[src/rtl/serial_adder.sv]
// -----------------------------------------------------------------------------
// serial_adder
//   Bit-serial ripple adder. A start strobe in IDLE captures two WIDTH-bit
//   operands and a carry-in. The operands are then added LSB-first, one bit
//   per clock, through a single carry flip-flop. The result is presented
//   behind a valid/ready handshake.
//
// Ports
//   clk        rising-edge clock
//   rst        asynchronous active-high reset
//   start      begin an addition (sampled only in IDLE)
//   a, b       operands, captured at the accepting edge
//   cin        carry-in, captured at the accepting edge
//   busy       high while in ADD
//   out_valid  high while in DONE (sum/cout/ovf valid)
//   out_ready  consumer accepts the result when high with out_valid
//   sum        registered result, modulo 2^WIDTH
//   cout       unsigned carry-out of bit WIDTH-1
//   ovf        signed overflow (carry into MSB xor cout)
// -----------------------------------------------------------------------------
module serial_adder #(
    parameter int WIDTH = 8
) (
    input  logic             clk,
    input  logic             rst,
    input  logic             start,
    input  logic [WIDTH-1:0] a,
    input  logic [WIDTH-1:0] b,
    input  logic             cin,
    output logic             busy,
    output logic             out_valid,
    input  logic             out_ready,
    output logic [WIDTH-1:0] sum,
    output logic             cout,
    output logic             ovf
);
    localparam int CW = (WIDTH > 1) ? $clog2(WIDTH) : 1;
    localparam logic [CW-1:0] LAST = CW'(WIDTH - 1);

    typedef enum logic [1:0] {IDLE, ADD, DONE} state_t;

    state_t           state_q, state_d;
    logic [WIDTH-1:0] a_sh_q, a_sh_d;
    logic [WIDTH-1:0] b_sh_q, b_sh_d;
    logic [WIDTH-1:0] sum_q, sum_d;
    logic [CW-1:0]    cnt_q, cnt_d;
    logic             carry_q, carry_d;
    logic             cout_q, cout_d;
    logic             ovf_q, ovf_d;

    // Full-adder cell on the current LSBs
    logic             s_bit, maj;
    logic [WIDTH-1:0] sum_shift;

    assign s_bit = a_sh_q[0] ^ b_sh_q[0] ^ carry_q;
    assign maj   = (a_sh_q[0] & b_sh_q[0]) | (a_sh_q[0] & carry_q) | (b_sh_q[0] & carry_q);

    // New bit enters at the MSB. After WIDTH shifts, bit 0 of the sum sits in sum[0].
    generate
        if (WIDTH == 1) begin : g_w1
            assign sum_shift = s_bit;
        end else begin : g_wn
            assign sum_shift = {s_bit, sum_q[WIDTH-1:1]};
        end
    endgenerate

    // State register and datapath registers
    always_ff @(posedge clk or posedge rst) begin
        if (rst) begin
            state_q <= IDLE;
            a_sh_q  <= '0;
            b_sh_q  <= '0;
            sum_q   <= '0;
            cnt_q   <= '0;
            carry_q <= 1'b0;
            cout_q  <= 1'b0;
            ovf_q   <= 1'b0;
        end else begin
            state_q <= state_d;
            a_sh_q  <= a_sh_d;
            b_sh_q  <= b_sh_d;
            sum_q   <= sum_d;
            cnt_q   <= cnt_d;
            carry_q <= carry_d;
            cout_q  <= cout_d;
            ovf_q   <= ovf_d;
        end
    end

    // Next-state and datapath next values
    always_comb begin
        state_d = state_q;
        a_sh_d  = a_sh_q;
        b_sh_d  = b_sh_q;
        sum_d   = sum_q;
        cnt_d   = cnt_q;
        carry_d = carry_q;
        cout_d  = cout_q;
        ovf_d   = ovf_q;
        unique case (state_q)
            IDLE: begin
                if (start) begin
                    state_d = ADD;
                    a_sh_d  = a;
                    b_sh_d  = b;
                    carry_d = cin;
                    sum_d   = '0;
                    cnt_d   = '0;
                end
            end
            ADD: begin
                a_sh_d  = a_sh_q >> 1;
                b_sh_d  = b_sh_q >> 1;
                sum_d   = sum_shift;
                carry_d = maj;
                cnt_d   = cnt_q + CW'(1);
                if (cnt_q == LAST) begin
                    // carry_q is the carry into the MSB on this final bit
                    cout_d  = maj;
                    ovf_d   = carry_q ^ maj;
                    state_d = DONE;
                end
            end
            DONE: begin
                if (out_ready) state_d = IDLE;
            end
            default: state_d = IDLE;
        endcase
    end

    // Outputs
    always_comb begin
        busy      = (state_q == ADD);
        out_valid = (state_q == DONE);
        sum       = sum_q;
        cout      = cout_q;
        ovf       = ovf_q;
    end
endmodule
[config.mk]
export PLATFORM = sky130hd
export DESIGN_NAME = serial_adder
export DESIGN_NICKNAME = d
export VERILOG_FILES = /design/src/rtl/serial_adder.sv
export SDC_FILE = /design/constraint.sdc
export NUM_CORES = 1
export LEC_CHECK = 0
export ABC_CLOCK_PERIOD_IN_PS = 1600
export BUFFER_PORTS_ARGS = -buffer_cell sky130_fd_sc_hd__buf_2
export CAP_MARGIN = 25
export CORE_UTILIZATION = 40
export CTS_BUF_LIST = sky130_fd_sc_hd__clkbuf_2
export DETAILED_ROUTE_END_ITERATION = 16
export HOLD_SLACK_MARGIN = 0.08
export PLACE_DENSITY = 0.65
export SYNTH_ARGS = -nofsm -noshare
export SYNTH_HDL_FRONTEND = slang
export SYNTH_SLANG_ARGS = --single-unit
[constraint.sdc]
create_clock -name clk -period 1.6 [get_ports clk]
set_clock_uncertainty 0.1 [all_clocks]
set_input_delay 0 -clock clk [delete_from_list [all_inputs] [get_ports clk]]
set_output_delay 0 -clock clk [all_outputs]
set_load 0.02 [all_outputs]
Word-level counts from Yosys, hierarchy flattened
Index checks and enable logic that the tools add are counted.

Register bits after elaboration: 32. Latch bits: 0. Memory bits (writable): 0. Bits in read-only memories: 0. Bits of input ports: 21. Word-level logic and storage cells: 42. Memories: 0.

$add $sub $neg: 1. $mul: 0. Divide/modulo/power cells: 0. $lt $le $gt $ge: 0. Eq/ne operators: 6. Shift operators: 0. Multiplexer cells: 14. Bitwise gates (word level): 8. Reductions and logical operators: 5.

Operators with widths (count): 8-bit one-hot mux with 2 select lines (3); 8-bit 2-to-1 mux (3); 2-bit 2-to-1 mux (3); 2-bit one-hot mux with 3 select lines (1); 3-bit one-hot mux with 2 select lines (1); 2-bit by 1-bit != test with 1-bit output (second input constant) (2); 2-bit AND reduction (2); 3-bit by 1-bit adder with 3-bit output (second input constant) (1); 1-bit bitwise AND (3); 3-bit == test (second input constant) (1); 3-bit 2-to-1 mux (1); 3-bit AND reduction (1); 1-bit XOR (3); 2-bit by 1-bit == test with 1-bit output (second input constant) (1); 2-bit == test (second input constant) (1); 2-bit zero test (1); 2-bit != test (second input constant) (1); 1-bit OR (2); 1-bit one-hot mux with 2 select lines (1); 2-bit nonzero test (1); 1-bit 2-to-1 mux (1).

Logic depth before layout (Yosys ltp)
Gate-level depths: netlist of run 1.

Word-level depth: 4. Mapped depth: 4. Depth with buffers taken out: 4.

Least setup slack after synthesis of run 1
No wires, ideal clock.

Kind: reg2reg. Start: register a_sh_q[0]. End: register ovf_q (netlist: ovf). Setup time: 128 ps. Arrival: 1247 ps. Required time: 1372 ps. Path slack: 126 ps. Cell stages (with the launch flop): 5. Period minus slack after synthesis: 1474 ps. Path through: dfrtp_1 inv_1 fa_1 xnor2_1 mux2_1.

Word-level cells in the longest chain between the ends: 4. Elaborated cells between the ends (all ways): 5.

Ends and longest elaborated chain: start: declaration (RTL line 43) `logic [WIDTH-1:0] a_sh_q, a_sh_d;`; start signal: assignment (RTL line 80) `a_sh_q <= a_sh_d;`; 1-bit bitwise AND (RTL line 56) `assign maj = (a_sh_q[0] & b_sh_q[0]) | (a_sh_q[0] & carry_q) | (b_sh_q[0] & carry_q);`; 1-bit OR * (2 in series) (RTL line 56); 1-bit XOR * (RTL line 120) `ovf_d = carry_q ^ maj;`; end signal: assignment (RTL line 86) `ovf_q <= ovf_d;`; end: declaration (RTL line 49) `logic ovf_q, ovf_d;`.

Every way passes the cells marked *; elsewhere a longest branch is shown, timed or not. A chain may end at the register's enable or synchronous reset.

Final worst setup path of run 1
Start: register cnt_q[1]. End: register ovf_q (netlist: ovf).

Word-level cells in the longest chain between the ends: 2.

Ends and longest elaborated chain: start: declaration (RTL line 46) `logic [CW-1:0] cnt_q, cnt_d;`; start signal: assignment (RTL line 83) `cnt_q <= cnt_d;`; 3-bit == test (RTL line 117) `if (cnt_q == LAST) begin`; 2-bit AND reduction (no line).

No other way between the ends.

==> impl_metrics.py, run 1 <==
metrics = {
    "critical_path": {
        "ff2ff_path_depth": 4,
        "r2r_end": "ovf$_DFFE_PP0P_",
        "setup.worst_path.class": "reg2reg",
        "endpoint_kind": "flop",
        "ff2ff_setup_slack_ns": 0.07,
        "slowest_stage": "dfrtp_1",
        "crit_top_cell": "ha_1",
        "reg2reg_from": "cnt_q[1]$_DFFE_PP0P_",
        "cp_max_fo": 3,
        "crit_start": "cnt_q[1]$_DFFE_PP0P_",
        "slowest_delay_ns": 0.43,
        "crit_chain": "ha_1 -> ha_1 -> and3b_1 -> mux2_1",
        "crit_arrival_ns": 1.73,
        "required_ns": 1.79,
        "critPathLaunchType": "flop",
    },
    "logic_synthesis": {
        "avgSynthCellArea_um2": 12.54,
        "synth-seq-cells": 32,
        "synthArstFlopShare": 1.000,
        "yosys.area.top_type": "dfrtp_1",
        "syn-num-nets": 150,
        "yosysWarnings": 0,
        "synth-edff-count": 0,
        "ys_top_cells_by_area": "dfrtp_1, a221oi_2, a22o_1",
        "syn_area_mm2": 0.001580,
        "synth_ff_type": "dfrtp_1",
        "synth_top_area_share": 0.5067,
        "ys_types": 25,
        "yosysSeqAreaShare": 0.5067,
        "synthCells": 126,
    },
    "grt": {
        "grt_pass1_vias": 1197,
        "grt_pass1_wl_um": 5582,
        "grt_usage": 0.1788,
        "antenna_found_initial": 0,
        "grt_max_degree": 33,
        "grt_overflow": 0,
    },
    "timing": {
        "worst_pin_slew_ns": 0.4849,
        "hold_viol": 0,
        "fin_crit_ns": 1.533,
        "setup_slack_ns": 0.06664,
        "finalCritPeriodShare": 0.9584,
        "setup_viol": 0,
        "clock.fmax_mhz": 652.2,
        "drv_slew": 0,
        "max_slew_margin": 0.6759,
    },
    "routing": {
        "initialDrtViolationCount": 34,
        "wl_um": 3359,
        "avgViaCountPerCell": 5.272,
        "ant_nets": 0,
        "dr.pass1.iters": 4,
        "vias": 1239,
        "drc_errors": 0,
        "post_drt_wl_per_cell_um": 14.29,
    },
    "job": {
        "cap_violations": 0,
    },
    "power_and_ir_drop": {
        "p_total_w": 0.003771,
        "p_leak_nw": 0.9972,
        "irDropWorstVdd_mv": 0.7163,
        "p_per_area_mw_per_mm2": 1792,
    },
    "cts": {
        "ctsRootBufferMaster": "clkbuf_2",
        "clock_path_buffers": 2,
        "numCtsBuffers": 5,
        "cts_sinks": 32,
        "h-tree-depth": 2,
        "clk_pin_slew_worst_paths_ns": 0.18,
        "cts_tree": "built",
        "clk_latency_ns": 0.38,
    },
    "floorplanning": {
        "rows": 22,
        "coreArea_mm2": 0.003716,
        "dieArea_mm2": 0.004206,
        "die_h_um": 64.86,
        "io_pins": 33,
        "fp.dieW_um": 64.86,
        "initial_core_util": 0.4253,
    },
    "outcome": {
        "status": "finished clean",
    },
    "finish": {
        "final_cell_mix": "dfrtp_1, buf_2, dlygate4sd3_1, inv_1, a22o_1",
        "areaGrowthSynthToFinish_pct": 33.18,
        "drive_gt1_frac": 0.3743,
        "fin_nets": 210,
        "finalInstanceArea_mm2": 0.002105,
        "diodes": 0,
    },
    "placed_design": {
        "dp_slack_ns": 0.001820,
        "gp_congestion": 0.7055,
        "dp_hpwl_um": 2132,
        "place_area_mm2": 0.001778,
        "portBuffers": 32,
    },
    "worst_hold_path": {
        "hp-class": "in2async",
    },
}
==> cell type report <==
type | instances | area [um2]
timing repair buffer | 63 | 449.2
clock buffer | 5 | 25.02
inverter | 19 | 71.32
multi-input combinational | 65 | 654.4
clock inverter | 3 | 42.54
tap | 48 | 60.06
fill | 328 | 1612
sequential | 32 | 802.0
==> flip-flops by register name (all words and copies together), names as in the netlist <==
signal and count:
cnt_q 3, ovf 1, sum 8, carry_q 1
state_q 2, b_sh_q 8, a_sh_q 8, cout 1
==> report_power, final <==
part           total [W]  switching [W]  internal [W]
sequential       0.00137       0.000197       0.00117
combinational    0.00185       0.000970      0.000876
clock           0.000555       0.000294      0.000261
total            0.00377        0.00146       0.00231
==> worst max path at each step <==
stage                       endpoint  depth (start not counted)
2_1_floorplan        ovf$_DFFE_PP0P_                          4
3_3_place_gp   b_sh_q[3]$_DFFE_PP0P_                          2
3_5_place_dp   b_sh_q[0]$_DFFE_PP0P_                          2
4_1_cts                         busy                          4
5_1_grt              ovf$_DFFE_PP0P_                          4
6_report             ovf$_DFFE_PP0P_                          4
==> timing repair <==
action	CTS	global route
cloned	0	1
buffers inserted	1	3
hold buffers	20	0
setup endpoints to repair	4	11
resized for setup	1	4
endpoints found under the hold margin	51	0
pin swaps	1	1
==> cell usage after synthesis (2+ instances only) <==
master and instances:
nand2b_1 2, dfrtp_1 32, nor2_1 6, a221oi_2 9
a22o_1 12, buf_4 3, nor4b_2 4, buf_2 6
inv_1 19, a221oi_1 6, nor4b_1 11, buf_6 2
ha_1 2
==> routing by layer <==
metal	GRT usage	wire (um)	share of wire
met4	0.06389	38	0.011
met1	0.2271	1563	0.47
met3	0.05634	169	0.050
met2	0.2839	1587	0.47
met5	0	0	0
==> per-stage QoR <==
| stage | setup TNS [ns] | util | hold slack (ns) | std cells |
|---|---|---|---|---|
| finish | 0 | 0.5663 | 0.1107 | 235 |
| global route | -0.003895 | 0.5663 | 0.1295 | 235 |
| CTS | 0 | 0.5535 | 0.1109 | 231 |
| detailed placement | 0 | 0.4785 | 0.01043 | 202 |
| global placement | 0 | 0.4785 | -0.0005890 | 202 |
| floorplan | 0 | - | 0.01620 | 126 |
==> cell families (layout without fill, tap and decap cells) <==
logic type                 count (synthesis)  in the layout  synth area share
muxes                                      3              3           0.02059
buffers and inverters                     30             90           0.09264
AOI/OAI and AO/OA                         30             31            0.2051
adders and majority gates                  3              3           0.02850
DFF                                       32             32            0.5067
and+or+nand+nor                           27             27            0.1409
xor gates and xnor gates                   1              1          0.005543
==> critical path: cells and delay by family (launching register included) <==
family,cells,cell delay (ns)
DFF,1,0.43
adders and majority gates,2,0.37
muxes,1,0.32
and+or+nand+nor,1,0.22
Power figures use the tool's default switching activity.
==> run 2: changes to the inputs <==
--- a/config.mk
+++ b/config.mk
@@ -5,6 +5,7 @@
 export SDC_FILE = /design/constraint.sdc
 export NUM_CORES = 1
 export LEC_CHECK = 0
+export ABC_AREA = 1
 export ABC_CLOCK_PERIOD_IN_PS = 1600
 export BUFFER_PORTS_ARGS = -buffer_cell sky130_fd_sc_hd__buf_2
 export CAP_MARGIN = 25
==> impl_metrics.py, run 2 <==
metrics = {
    "outcome": {
        "status": "finished clean",
    },
    "cts": {
        "cts_sinks": 32,
        "post_cts_buffers": 0,
        "clk_pin_slew_worst_paths_ns": 0.17,
        "clock_path_buffers": 2,
        "clk_latency_ns": 0.37,
        "ctsRootBufferMaster": "clkbuf_2",
        "h-tree-depth": 2,
        "cts_tree": "built",
        "numCtsBuffers": 5,
    },
    "grt": {
        "grt_overflow": 0,
        "antenna_found_initial": 0,
        "grt_pass1_vias": 1249,
        "grt_max_degree": 33,
        "grt_usage": 0.1703,
        "grt_pass1_wl_um": 5423,
    },
    "timing": {
        "max_slew_margin": 0.5872,
        "rsz0062_at_grt": "no",
        "hold_viol": 0,
        "setup_viol": 0,
        "finalCritPeriodShare": 0.9366,
        "tns_ns": 0,
        "fin_crit_ns": 1.499,
        "worst_pin_slew_ns": 0.6168,
        "drv_slew": 0,
        "clock.fmax_mhz": 667.3,
    },
    "critical_path": {
        "endpoint_kind": "output port",
        "path_delay_family": "flip-flops",
        "crit_arrival_ns": 1.40,
        "cp_max_fo": 9,
        "setup.worst_path.class": "reg2out",
        "slowest_delay_ns": 0.46,
        "cp.depth": 4,
        "crit_buf_inv": 3,
        "critPathLaunchType": "flop",
        "slowest_stage": "dfrtp_2",
        "ff2ff_path_depth": 5,
        "crit_chain": "buf_4 -> inv_2 -> nor2_8 -> buf_2",
        "required_ns": 1.50,
    },
    "routing": {
        "drc_errors": 0,
        "vias": 1347,
        "initialDrtViolationCount": 71,
        "ant_nets": 0,
        "post_drt_wl_per_cell_um": 10.35,
        "wl_um": 3199,
        "avgViaCountPerCell": 4.359,
        "dr.pass1.iters": 3,
    },
    "finish": {
        "fin_nets": 284,
        "ff_latch_area_um2": 802.0,
        "finish.utilization": 0.5458,
        "final_cell_mix": "nand2_1, inv_1, buf_2, dfrtp_1, dlygate4sd3_1",
        "areaGrowthSynthToFinish_pct": 27.78,
        "final_common_cell": "nand2_1",
        "diodes": 0,
        "drive_gt1_frac": 0.2107,
        "n_fill_cell": 368,
        "multi_input_area_um2": 598.1,
    },
    "floorplanning": {
        "dieArea_mm2": 0.004254,
        "fp.dieW_um": 65.23,
        "die_h_um": 65.23,
        "coreArea_mm2": 0.003744,
        "io_pins": 33,
        "rows": 22,
        "initial_core_util": 0.4271,
    },
    "power_and_ir_drop": {
        "p_per_area_mw_per_mm2": 1697,
        "irDropWorstVdd_mv": 0.7371,
        "p_leak_nw": 1.175,
    },
    "logic_synthesis": {
        "avgSynthCellArea_um2": 7.877,
        "yosys.area.top_type": "dfrtp_1",
        "syn_area_mm2": 0.001599,
        "synth_top_area_share": 0.5008,
        "synth-edff-count": 0,
        "ys_top_cells_by_area": "dfrtp_1, nand2_1, inv_1",
        "yosys-top-cells-count": "nand2_1, inv_1, dfrtp_1",
        "synthArstFlopShare": 1.000,
        "synth_ff_type": "dfrtp_1",
        "yosysSeqAreaShare": 0.5008,
        "yosysWarnings": 0,
        "synth-seq-cells": 32,
        "ys_types": 21,
        "synth.most_common_cell": "nand2_1",
        "synthCells": 203,
        "syn-num-nets": 227,
    },
    "job": {
        "cap_violations": 0,
    },
    "placed_design": {
        "gp_congestion": 0.6722,
        "portBuffers": 32,
        "dp_hpwl_um": 2140,
    },
    "worst_hold_path": {
        "hp-class": "in2async",
    },
}
-- run 2: cell count changes in the layout (fill, tap and decap cells not counted), sizes merged, moves of 11 or more --
cell	change
nand3	+16
a22o	-12
nor4b	-15
o21ai	+11
a221oi	-15
nand2	+87
inv	+20
-- run 2: path summary, 6_finish.rpt --
path                                        start                endpoint  slack (ns)
setup / recovery           state_q[0]$_DFFE_PP0P_                    busy        0.10
hold / removal                                rst      sum[3]$_DFFE_PP0P_        0.13
setup reg to reg            a_sh_q[0]$_DFFE_PP0P_         ovf$_DFFE_PP0P_        0.20
hold reg to reg             a_sh_q[1]$_DFFE_PP0P_   a_sh_q[1]$_DFFE_PP0P_        0.40
max in group asynchronous                     rst  state_q[0]$_DFFE_PP0P_        0.96
min in group clk                        out_ready  state_q[1]$_DFFE_PP0P_        0.23
-- run 2: final cells by class --
cell class / count / area share
Timing Repair Buffer: 57 / 0.1947
Sequential cell: 32 / 0.3925
Inverter: 39 / 0.07165
Multi-Input combinational cell: 125 / 0.2927
Clock buffer: 5 / 0.01225
Tap cell: 48 / 0.02939
Clock inverter: 3 / 0.006736
-- run 2: kinds of logic (layout without fill, tap and decap cells) --
kind of cell    count (synthesis)  in the layout  synth area share
flops                          32             32            0.5008
buf+inv                        46            104            0.1252
simple gates                  107            107            0.2833
xor+xnor                        1              1          0.005478
compound gates                 14             14           0.05712
fa+ha+maj                       3              3           0.02817
-- run 2: metal layers --
layer  GRT usage  part of all wire
met5           0                 0
met3     0.04167             0.038
met1      0.2171              0.49
met4     0.06522             0.013
met2      0.2771              0.45
-- run 2: per-stage QoR --
step	hold slack, ns	power (W)	instances	instance area, um2	setup WS (ns)
after global placement	0.004459	0.003050	281	1803	0.2190
after detailed placement	0.007741	0.003094	281	1803	0.1937
after CTS	0.1375	0.003510	309	2042	0.02058
final	0.1269	0.003467	309	2043	0.1015
after global routing	0.1657	0.003803	309	2043	0.01852
after floorplan	-0.001833	0.002685	203	1599	0.3142
-- run 2: report_power, final --
group | leakage, nW | internal [W] | switching [W]
sequential | 0.398 | 0.00117 | 0.000229
clock | 0.0302 | 0.0000979 | 0.000282
combinational | 0.747 | 0.000653 | 0.00103
-- run 2: tightest hold or removal path, delay by kind of cell --
| family | cells | cell delay (ns) |
|---|---|---|
| buffers and inverters | 4 | 1.05 |
-- run 2: timing repair --
item,CTS,global route
hold buffers,20,0
resized for setup,0,1
endpoints found under the hold margin,59,0
endpoints found under the setup margin,0,1
